### src/rtl/fetch_pc_ctrl_pkg.sv
// Shared pipeline constants: next-PC opcodes, reset defaults and target helpers.
// Imported by the fetch stage and by the D-stage decoder that drives npc_op.
package fetch_pc_ctrl_pkg;

   typedef enum logic [2:0] {
      NpcSeq = 3'd0,
      NpcBeq = 3'd1,
      NpcBne = 3'd2,
      NpcJ   = 3'd3,
      NpcJal = 3'd4,
      NpcJr  = 3'd5
   } npc_op_e;

   localparam logic [31:0] DEFAULT_RESET_PC  = 32'h0000_3000;
   localparam logic [31:0] DEFAULT_NOP_INSTR = 32'h0000_0000;
   localparam logic [31:0] INSTR_BYTES       = 32'd4;
   localparam logic [31:0] LINK_OFFSET       = 32'd8;

   // Offset is relative to the delay slot, hence the +4 before the scaled immediate.
   function automatic logic [31:0] branch_target(input logic [31:0] pc,
                                                 input logic [15:0] imm);
      return pc + INSTR_BYTES + {{14{imm[15]}}, imm, 2'b00};
   endfunction

   function automatic logic [31:0] jump_target(input logic [31:0] pc,
                                               input logic [25:0] index);
      return {pc[31:28], index, 2'b00};
   endfunction

endpackage

### src/rtl/fetch_npc.sv
// Combinational next-PC selection from the F-stage PC and the control word in D.
// Only the low 26 instruction bits matter here (jump index, branch immediate).
module fetch_npc
   import fetch_pc_ctrl_pkg::*;
(
   input  logic [31:0] pc,
   input  logic [31:0] d_pc,
   input  logic [25:0] d_index,
   input  logic        d_valid,
   input  logic [2:0]  npc_op,
   input  logic        beq_judge,
   input  logic        bne_judge,
   input  logic [31:0] d_rs_val,
   output logic [31:0] npc
);

   logic [31:0] seq_pc;
   logic [31:0] br_pc;
   logic [31:0] jmp_pc;

   assign seq_pc = pc + INSTR_BYTES;
   assign br_pc  = branch_target(d_pc, d_index[15:0]);
   assign jmp_pc = jump_target(d_pc, d_index);

   // A bubble in D carries no control intent, so it never redirects.
   always_comb begin
      npc = seq_pc;
      if (d_valid) begin
         case (npc_op)
            NpcBeq:        npc = beq_judge ? br_pc : seq_pc;
            NpcBne:        npc = bne_judge ? br_pc : seq_pc;
            NpcJ, NpcJal:  npc = jmp_pc;
            NpcJr:         npc = d_rs_val;
            default:       npc = seq_pc;
         endcase
      end
   end

endmodule

### src/rtl/fetch_pc_ctrl.sv
// Fetch-stage PC register and F/D pipeline register with delay-slot redirects.
// The delay-slot instruction always advances; redirects only steer the next fetch.
module fetch_pc_ctrl
   import fetch_pc_ctrl_pkg::*;
#(
   parameter logic [31:0] RESET_PC  = DEFAULT_RESET_PC,
   parameter logic [31:0] NOP_INSTR = DEFAULT_NOP_INSTR
) (
   input  logic        clk,
   input  logic        reset,
   input  logic        stall,
   input  logic        d_clr,
   input  logic [31:0] i_inst_rdata,
   input  logic [2:0]  npc_op,
   input  logic        beq_judge,
   input  logic        bne_judge,
   input  logic [31:0] d_rs_val,
   output logic [31:0] i_inst_addr,
   output logic [31:0] d_pc,
   output logic [31:0] d_instr,
   output logic        d_valid,
   output logic [31:0] d_pc8
);

   logic [31:0] pc_q;
   logic [31:0] d_pc_q;
   logic [31:0] d_instr_q;
   logic        d_valid_q;
   logic [31:0] npc;

   fetch_npc u_npc (
      .pc        (pc_q),
      .d_pc      (d_pc_q),
      .d_index   (d_instr_q[25:0]),
      .d_valid   (d_valid_q),
      .npc_op    (npc_op),
      .beq_judge (beq_judge),
      .bne_judge (bne_judge),
      .d_rs_val  (d_rs_val),
      .npc       (npc)
   );

   always_ff @(posedge clk) begin
      if (reset) begin
         pc_q      <= RESET_PC;
         d_pc_q    <= RESET_PC;
         d_instr_q <= NOP_INSTR;
         d_valid_q <= 1'b0;
      end else if (!stall) begin
         pc_q   <= npc;
         d_pc_q <= pc_q;
         if (d_clr) begin
            d_instr_q <= NOP_INSTR;
            d_valid_q <= 1'b0;
         end else begin
            d_instr_q <= i_inst_rdata;
            d_valid_q <= 1'b1;
         end
      end
   end

   assign i_inst_addr = pc_q;
   assign d_pc        = d_pc_q;
   assign d_instr     = d_instr_q;
   assign d_valid     = d_valid_q;
   assign d_pc8       = d_pc_q + LINK_OFFSET;

endmodule

### config.mk
export PLATFORM = sky130hd
export DESIGN_NAME = fetch_pc_ctrl
export DESIGN_NICKNAME = d
export VERILOG_FILES = /design/src/rtl/fetch_pc_ctrl_pkg.sv /design/src/rtl/fetch_npc.sv /design/src/rtl/fetch_pc_ctrl.sv
export SDC_FILE = /design/constraint.sdc
export NUM_CORES = 1
export LEC_CHECK = 0
export CELL_PAD_IN_SITES_DETAIL_PLACEMENT = 1
export CELL_PAD_IN_SITES_GLOBAL_PLACEMENT = 2
export CORE_ASPECT_RATIO = 1.1
export CORE_MARGIN = 4
export CORE_UTILIZATION = 25
export CTS_CLUSTER_DIAMETER = 40
export DETAILED_ROUTE_END_ITERATION = 8
export GPL_TIMING_DRIVEN = 0
export PLACE_DENSITY_LB_ADDON = 0.1
export SKIP_LAST_GASP = 1
export SLEW_MARGIN = 20
export SYNTH_ARGS = -nofsm -noshare
export SYNTH_HDL_FRONTEND = slang
export SYNTH_SLANG_ARGS = --single-unit
### constraint.sdc
create_clock -name clk -period 2.6 [get_ports clk]
set_input_delay 0.52 -clock clk [delete_from_list [all_inputs] [get_ports clk]]
set_output_delay 0.52 -clock clk [all_outputs]
set_load 0.005 [all_outputs]
==> results.txt, run 1 <==
The number of clock buffers added by TritonCTS is 9. The tools report the worst setup path startpoint as d_pc[3]. Summed over all cells, the static leakage comes to 4.43 nW. The async set-reset flop share out of synthesis was 0. In this run the clock root is driven by a clkbuf_16.

The floorplan step defined a core boundary enclosing 0.0290 mm². The routed design has 36600 µm of wire. For the summed instance area of the synthesized netlist, the log shows 0.00740 mm². Layer carrying the most global-route usage: met2. Counting along the longest clock path gives a buffer depth of 2.

The post-synthesis sequential area ratio is 0.262, and the number of violations of the max-capacitance limit is 0. The post-synthesis net count is 1072. The global routing usage on met3 was 0.0361; the clock net sink count was 97.

The routed wire length per instance is 23.4 µm. The power per unit of standard cell area works out to 333 mW/mm². The worst register-to-register path begins at d_pc[3]. In this run the mean area of a mapped cell was 7.88 µm². The tools report the start point of the worst hold path as d_instr[30].

The clock arrives with 0.00820 ns of skew. The met1 track utilization from global routing was 0.296. The clock reaches the later pin of the worst-skew pair after 0.36 ns.

The logs give 0.256 for the starting density of the core and 65 for the number of core rows. Setup violations remaining at the end of the flow were counted as 29. Yosys instantiated no cell more often than nor2_1. For the DRC violation count after routing, the log shows 0. At the placement stage, the worst setup path has a slack of -1.11 ns. Across the whole layout, storage elements account for 0.00201 mm². The minimum clock period after layout was 2.91 ns; the via density per instance was 5.37. During I/O placement, the number of pins put on the boundary was 202.

The final standard cell utilization of the core was 0.394; the post-synthesis register bit count was 97. Measured along the x axis, the die boundary spans 172 µm. 0 antenna diodes ended up in the layout.

TritonCTS built the clock tree. Compared with the post-synthesis result, the final layout area differs by 54.0%. The final cycle utilization of the critical path was 1.12; the area taken by multi-input logic gates was 0.00589 mm². Data on the critical path arrives at its endpoint at 3.16 ns. Summed over all instances, the cell type with the most area after synthesis is dfxtp_1. The tools report the critical path endpoint category as a register. By count the netlist is led by nor2_1 (131), dfxtp_1 (97), a21oi_1 (59), ha_1 (59), nand2_1 (59).

The logs give 27400 µm for the half-perimeter wire length of the detailed placement result and 0.261 mV for the maximum resistive drop on vdd. The tools report the global-route met2 utilization as 0.381. The checks that failed: setup timing.

For this run, the post-layout net count is 1325. The worst setup path is launched from a register. Of all nets on the critical path, the largest fanout is 5.

The ratio of cells with drive above 1 in the final layout came out at 0.218. Type of the tightest min-delay check: reg -> reg. For the count of filler cells inserted in the layout, the log shows 3406.

The number of iterations in the first detailed-routing pass was 5; the setup total negative slack was -4.04 ns. For the data required time of the worst path, the log shows 2.85 ns. The final weighted congestion in routability-driven placement was 0.863. The run gives 0 as the number of hold-slack violations in the final timing report.

The number of antenna violations at the first check in global routing was 0. The tools report the number of max-slew violations in the final report as 0. Counting flops with a built-in enable in the synthesized netlist gives 0. CTS built an H-tree with a depth of 3.

Entering global routing, the biggest net connects 19 pins. The global router's overall resource usage is 0.224. The die extent in y works out to 188 µm. The count of yosys warnings during synthesis came out at 0. Ranked by total cell area, the synthesized netlist is headed by dfxtp_1 (26%), ha_1 (10%), nor2_1 (6.6%). The logs give 0.344 GHz for the achievable clock frequency and 419 for the violation count after the first detailed-route iteration. The worst setup path is of the reg -> reg kind.

The number of buffers added on ports works out to 196. Setup repair after global routing could not meet its margin everywhere. The tools report the final antenna-violating net count as 0. Counting distinct cell types in the post-synthesis netlist gives 81. The floorplan step defined a die boundary enclosing 0.0324 mm². Main flop type after synthesis: dfxtp_1.

The minimum setup slack in the final design was -0.306 ns. The tightest hold margin came out at 0.501 ns. The tools report the first-pass GRT wire length as 55600 µm. The run finished, with violations left. The detailed router placed 8407 vias in this run. The total chip power was 3.79 mW; the number of global-route vias before repair was 8960.

At the pin with the least slew margin, the transition time is 0.976 ns. Clock-pin slew was measured on the worst setup and hold paths at 0.08 ns. After global routing the overflow that remains totals 0. Counting every instance in the synthesized netlist gives 939. The fraction of synthesized cell area taken by the top area cell type is 0.262.

The tools report the relative slew slack as 0.349.
[path summary, 6_finish.rpt]
kind,endpoint,slack (ns),depth (start not counted)
worst max-delay path,i_inst_addr[23],-0.31,12
worst min-delay path,d_instr[30],0.50,2
worst max register to register,i_inst_addr[23],-0.31,12
worst min register to register,d_instr[30],0.50,2
[routing by layer]
layer,vias to the layer above,share of wire
met2,208,0.49
met5,-,0
li1,4026,-
met3,42,0.045
met4,0,0.019
met1,4131,0.45
[logic make-up (layout without fill, tap and decap cells)]
logic type,Yosys count,in the layout,synth area share
xor+xnor,45,45,0.0533
simple gates,332,332,0.216
mux,37,37,0.0500
compound gates,289,289,0.267
flops,97,97,0.262
buf+inv,79,337,0.0487
fa+ha+maj,60,60,0.102
[power by group]
group	internal (mW)	total, mW	leakage, nW	switching [mW]
Sequential	1.51	1.58	0.802	0.0612
Combinational	0.349	0.738	3.48	0.389
Clock	0.766	1.48	0.149	0.712
[cell type report]
type	count	share of cell area
Tap cell	368	0.0404
Buffer	56	0.0257
Clock inverter	7	0.00735
Timing Repair Buffer	249	0.209
Inverter	16	0.00527
Multi-Input combinational cell	763	0.516
Sequential cell	97	0.176
Clock buffer	9	0.0198
[layout by cell type (no fill, tap or decap), types with 9 or more instances in the layout]
cell,n
a21o_1,12
a21oi_1,49
a22oi_1,45
a31oi_1,11
and3_1,16
buf_2,19
buf_4,36
buf_6,20
clkbuf_1,31
clkbuf_16,9
clkdlybuf4s50_1,171
dfxtp_1,66
dfxtp_2,21
dfxtp_4,10
ha_1,30
ha_4,21
inv_1,15
mux2i_1,35
nand2_1,56
nand3_1,33
nand4_1,18
nor2_1,117
nor2_4,10
nor3_1,17
o21ai_0,42
xnor2_1,20
xor2_1,21
[critical path, stage by stage (launching register included)]
cell and delay, ns:
dfxtp_4 0.36, buf_6 0.12, ha_4 0.26, ha_4 0.13, inv_2 0.03, fa_2 0.36, nor2b_2 0.14, o31a_1 0.24
a41oi_4 0.22, o21ai_4 0.33, mux2i_2 0.34, o32a_1 0.18, o21ai_1 0.06
[flip-flops by register name (all words and copies together), names as in the netlist]
| name | cells |
|---|---|
| i_inst_addr | 32 |
| d_instr | 32 |
| d_valid | 1 |
| d_pc | 32 |
[timing repair]
item / CTS / global route
setup endpoints to repair: 56 / 72
pin swaps: 48 / 44
hold buffers: 0 / 0
gates resized for setup: 218 / 71
setup buffers: 42 / 13
[through the flow]
stage                     cell area (µm²)  std cells
after floorplan                      7450        939
after global placement               9870       1503
after detailed placement             9880       1503
after CTS                           11100       1553
after global routing                11400       1565
final                               11400       1565
No activity file was read; power rests on OpenSTA's default activity.
==> run 2, diff against run 1 <==
- ABC_AREA: unset -> 1
- CORE_UTILIZATION: 25 -> 23
==> run 2 against run 1 <==
The run still ends with setup timing left. Fmax increased by 6.9%. Sequential power is 10% higher. Highest routed layer is now met5. Sequential share of layout area is 1.1 points lower. Critical path depth decreased by 1.
==> results.txt, run 2 <==
The diode insertion count for antenna repair was 0. The critical-path maximum fanout is 6, and the number of hold-slack violations in the final timing report is 0. The final cycle utilization of the critical path was 1.05; the flop-to-flop setup slack was 0.06 ns. The post-synthesis sequential area ratio is 0.243, and the overall overflow remaining after global route is 0. The worst-case IR drop observed on VDD is 0.346 mV. The power per unit of standard cell area is 363 mW/mm², and the critical path arrival is 2.20 ns. The tools report the relative slew slack as 0.428. The core outline area is 0.0343 mm².

The detail route stage leaves a number of antenna-violating nets equal to 0. The number of nets in the synthesized netlist is 1433. The achievable clock frequency is 0.368 GHz, and the clock net sink count is 97. The number of violations of the max-capacitance limit was 0. The total number of vias came out at 9762. The DRC violation count after routing was 0; the die extent in y was 204 µm.

The number of buffers added on ports was 199. The final weighted congestion in routability-driven placement is 0.835, and the clock transition time at the flip-flop clock pins of the worst setup and hold paths is 0.07 ns. After synthesis the netlist holds a flip-flop and latch count of 97. Counting I/O delays and the setup requirement, the final critical path takes 2.72 ns. Largest net degree at the start of global routing: 17. The count of H-tree levels built during CTS came out at 3. The number of nets in the layout is 1699, and the first-pass GRT wire length is 65100 µm. The floorplan step defined a die boundary enclosing 0.0379 mm².

The tools report the placed cell area as 0.0105 mm². Counting every instance in the synthesized netlist gives 1300. Synthesized area divided by synthesized cell count: 6.16 µm². For this run, the leading register cell type out of synthesis is dfxtp_1. Sorting the synthesized cells by area gives the leading types as dfxtp_1 (24%), nand2_1 (19%), ha_1 (9.2%). The number of max-slew violations in the final report is 0, and the number of antenna violations at the first check in global routing is 1.

Setup repair after global routing could not meet its margin everywhere. Before antenna repair, the detailed router went through 5 iterations. For the latest clock arrival within the worst-skew pair, the log shows 0.36 ns.

In the layout the commonest cells are nand2_1 (358), clkdlybuf4s50_1 (178), inv_1 (142), a21oi_1 (100), o21ai_0 (71). The fraction of synthesized cell area taken by the top area cell type is 0.243. The floorplan has 71 rows. The logs give 9 for the CTS buffer count and 0 for the count of yosys warnings during synthesis. Using the TritonRoute via totals, the vias-per-cell ratio works out to 4.86. Yosys mapped a number of flops with a built-in enable equal to 0. The starting density of the core is 0.233.

The final reports fail on setup timing. The area growth from synthesis to layout came out at 54.2%. The min-delay analysis places its worst path in the category reg -> reg. The count of distinct cell types in the synthesized netlist is 42.

The most common cell after layout, fill and taps aside is nand2_1. The minimum setup slack in the final design came out at -0.119 ns. Setup total negative slack on the finished layout was measured at -0.312 ns.

For the final wirelength, the log shows 44200 µm. At the pin with the least slew margin, the transition time is 0.858 ns. Setup violations remaining at the end of the flow were counted as 5. 202 I/O pins were placed. The commonest cells after synthesis are nand2_1 (398), inv_1 (144), a21oi_1 (112). CTS placed an instance of clkbuf_16 at the clock tree root. The largest total area in the synthesized netlist belongs to dfxtp_1.

The half-perimeter wire length of the detailed placement result is 35300 µm, and the routed wire length per instance is 22.0 µm. The tools report the launching element type of the critical path as a register. The data required time of the worst path was 2.08 ns; the async set-reset flop share out of synthesis was 0.

TritonCTS built the clock tree. In this run the deepest clock path goes through 2 buffers. Most frequent cell after synthesis: nand2_1. The finished cells cover 0.0123 mm². The number of global-route vias before repair is 10.2k. The tools report the critical path endpoint category as a primary output.

The tools report the global router's overall resource usage as 0.230. The critical path is of the reg -> out type. The ratio of cells with drive above 1 in the final layout came out at 0.206.

For this design the static power due to leakage is 5.30 nW. Fill cells in the final layout number 4283. The run finished, with violations left. The tools report the summed instance area of the synthesized netlist as 0.00801 mm².

Violation count after the first detailed-route iteration: 437. The die is 186 µm wide. The run gives 4.48 mW as the total chip power.

The run gives 0.0110 ns as the worst clock skew.
run 2: final cells by class:
type,instances,area (µm²),share of cell area
buffer,47,208,0.0168
clock buffer,12,267,0.0216
clock inverter,4,56.3,0.00456
inverter,167,629,0.0510
multi-input combinational,989,6190,0.502
sequential,97,2030,0.165
tap,438,548,0.0444
timing repair buffer,255,2410,0.195
run 2: worst paths after layout:
| kind | startpoint | endpoint | depth (start not counted) |
|---|---|---|---|
| max reg2reg | d_pc[4] | i_inst_addr[25] | 15 |
| max | d_pc[10] | d_pc8[29] | 11 |
| min | d_instr[29] | d_instr[29] | 2 |
| min reg2reg | d_instr[29] | d_instr[29] | 2 |
run 2: critical path, stage by stage (launching register included):
cell and delay, ns:
dfxtp_4 0.46, nand2_2 0.13, inv_1 0.12, nand4_4 0.14, nor2_4 0.12, nand2_2 0.08
nor3_4 0.16, nand3_2 0.12, buf_6 0.14, nor2_4 0.07, xor2_1 0.15, buf_2 0.14
run 2: metal layers:
| layer | share of wire | vias to the layer above | routed length, µm | global-route usage |
|---|---|---|---|---|
| met5 | 0.00029 | - | 13 | 0 |
| met4 | 0.026 | 2 | 1130 | 0.0588 |
| met2 | 0.51 | 175 | 22300 | 0.403 |
| met1 | 0.44 | 4748 | 19500 | 0.302 |
| met3 | 0.028 | 50 | 1240 | 0.0223 |
| li1 | - | 4787 | - | - |
run 2: power by group:
group	total [mW]	switching (mW)	internal (mW)
clock network	1.49	0.652	0.836
registers	1.74	0.177	1.57
logic	1.25	0.665	0.581
run 2: metrics by stage:
| stage | setup WS [ns] | instances | hold WS, ns | utilization |
|---|---|---|---|---|
| global placement | -0.881 | 1937 | 0.453 | 0.308 |
| global route | -0.264 | 2009 | 0.490 | 0.360 |
| detailed placement | -0.827 | 1937 | 0.459 | 0.308 |
| CTS | -0.227 | 1995 | 0.471 | 0.339 |
| finish | -0.119 | 2009 | 0.465 | 0.360 |
| floorplan | 0.333 | 1300 | 0.462 | - |
run 2: repair_timing:
item | 4_1_cts | 5_1_grt
hold endpoints to repair | 0 | 0
pin swaps | 23 | 40
hold buffers | 0 | 0
endpoints found under the setup margin | 49 | 43
setup buffers | 42 | 15
gates resized for setup | 176 | 146
cloned | 0 | 0
run 2: kinds of logic (layout without fill, tap and decap cells):
| logic type | after synthesis | count (layout) | synth area share |
|---|---|---|---|
| buffers and inverters | 214 | 485 | 0.103 |
| AO/OA/AOI/OAI | 247 | 247 | 0.167 |
| XOR/XNOR | 48 | 48 | 0.0525 |
| adder cells (fa/ha/maj) | 60 | 60 | 0.0947 |
| flip-flops | 97 | 97 | 0.243 |
| AND/OR/NAND/NOR | 634 | 634 | 0.341 |
==> run 3, diff against run 2 <==
- ABC_AREA: 1 -> 0
- CORE_UTILIZATION: 23 -> 25
==> results of run 3 <==
Final layout, timing and power as in run 1 (identical DEF).
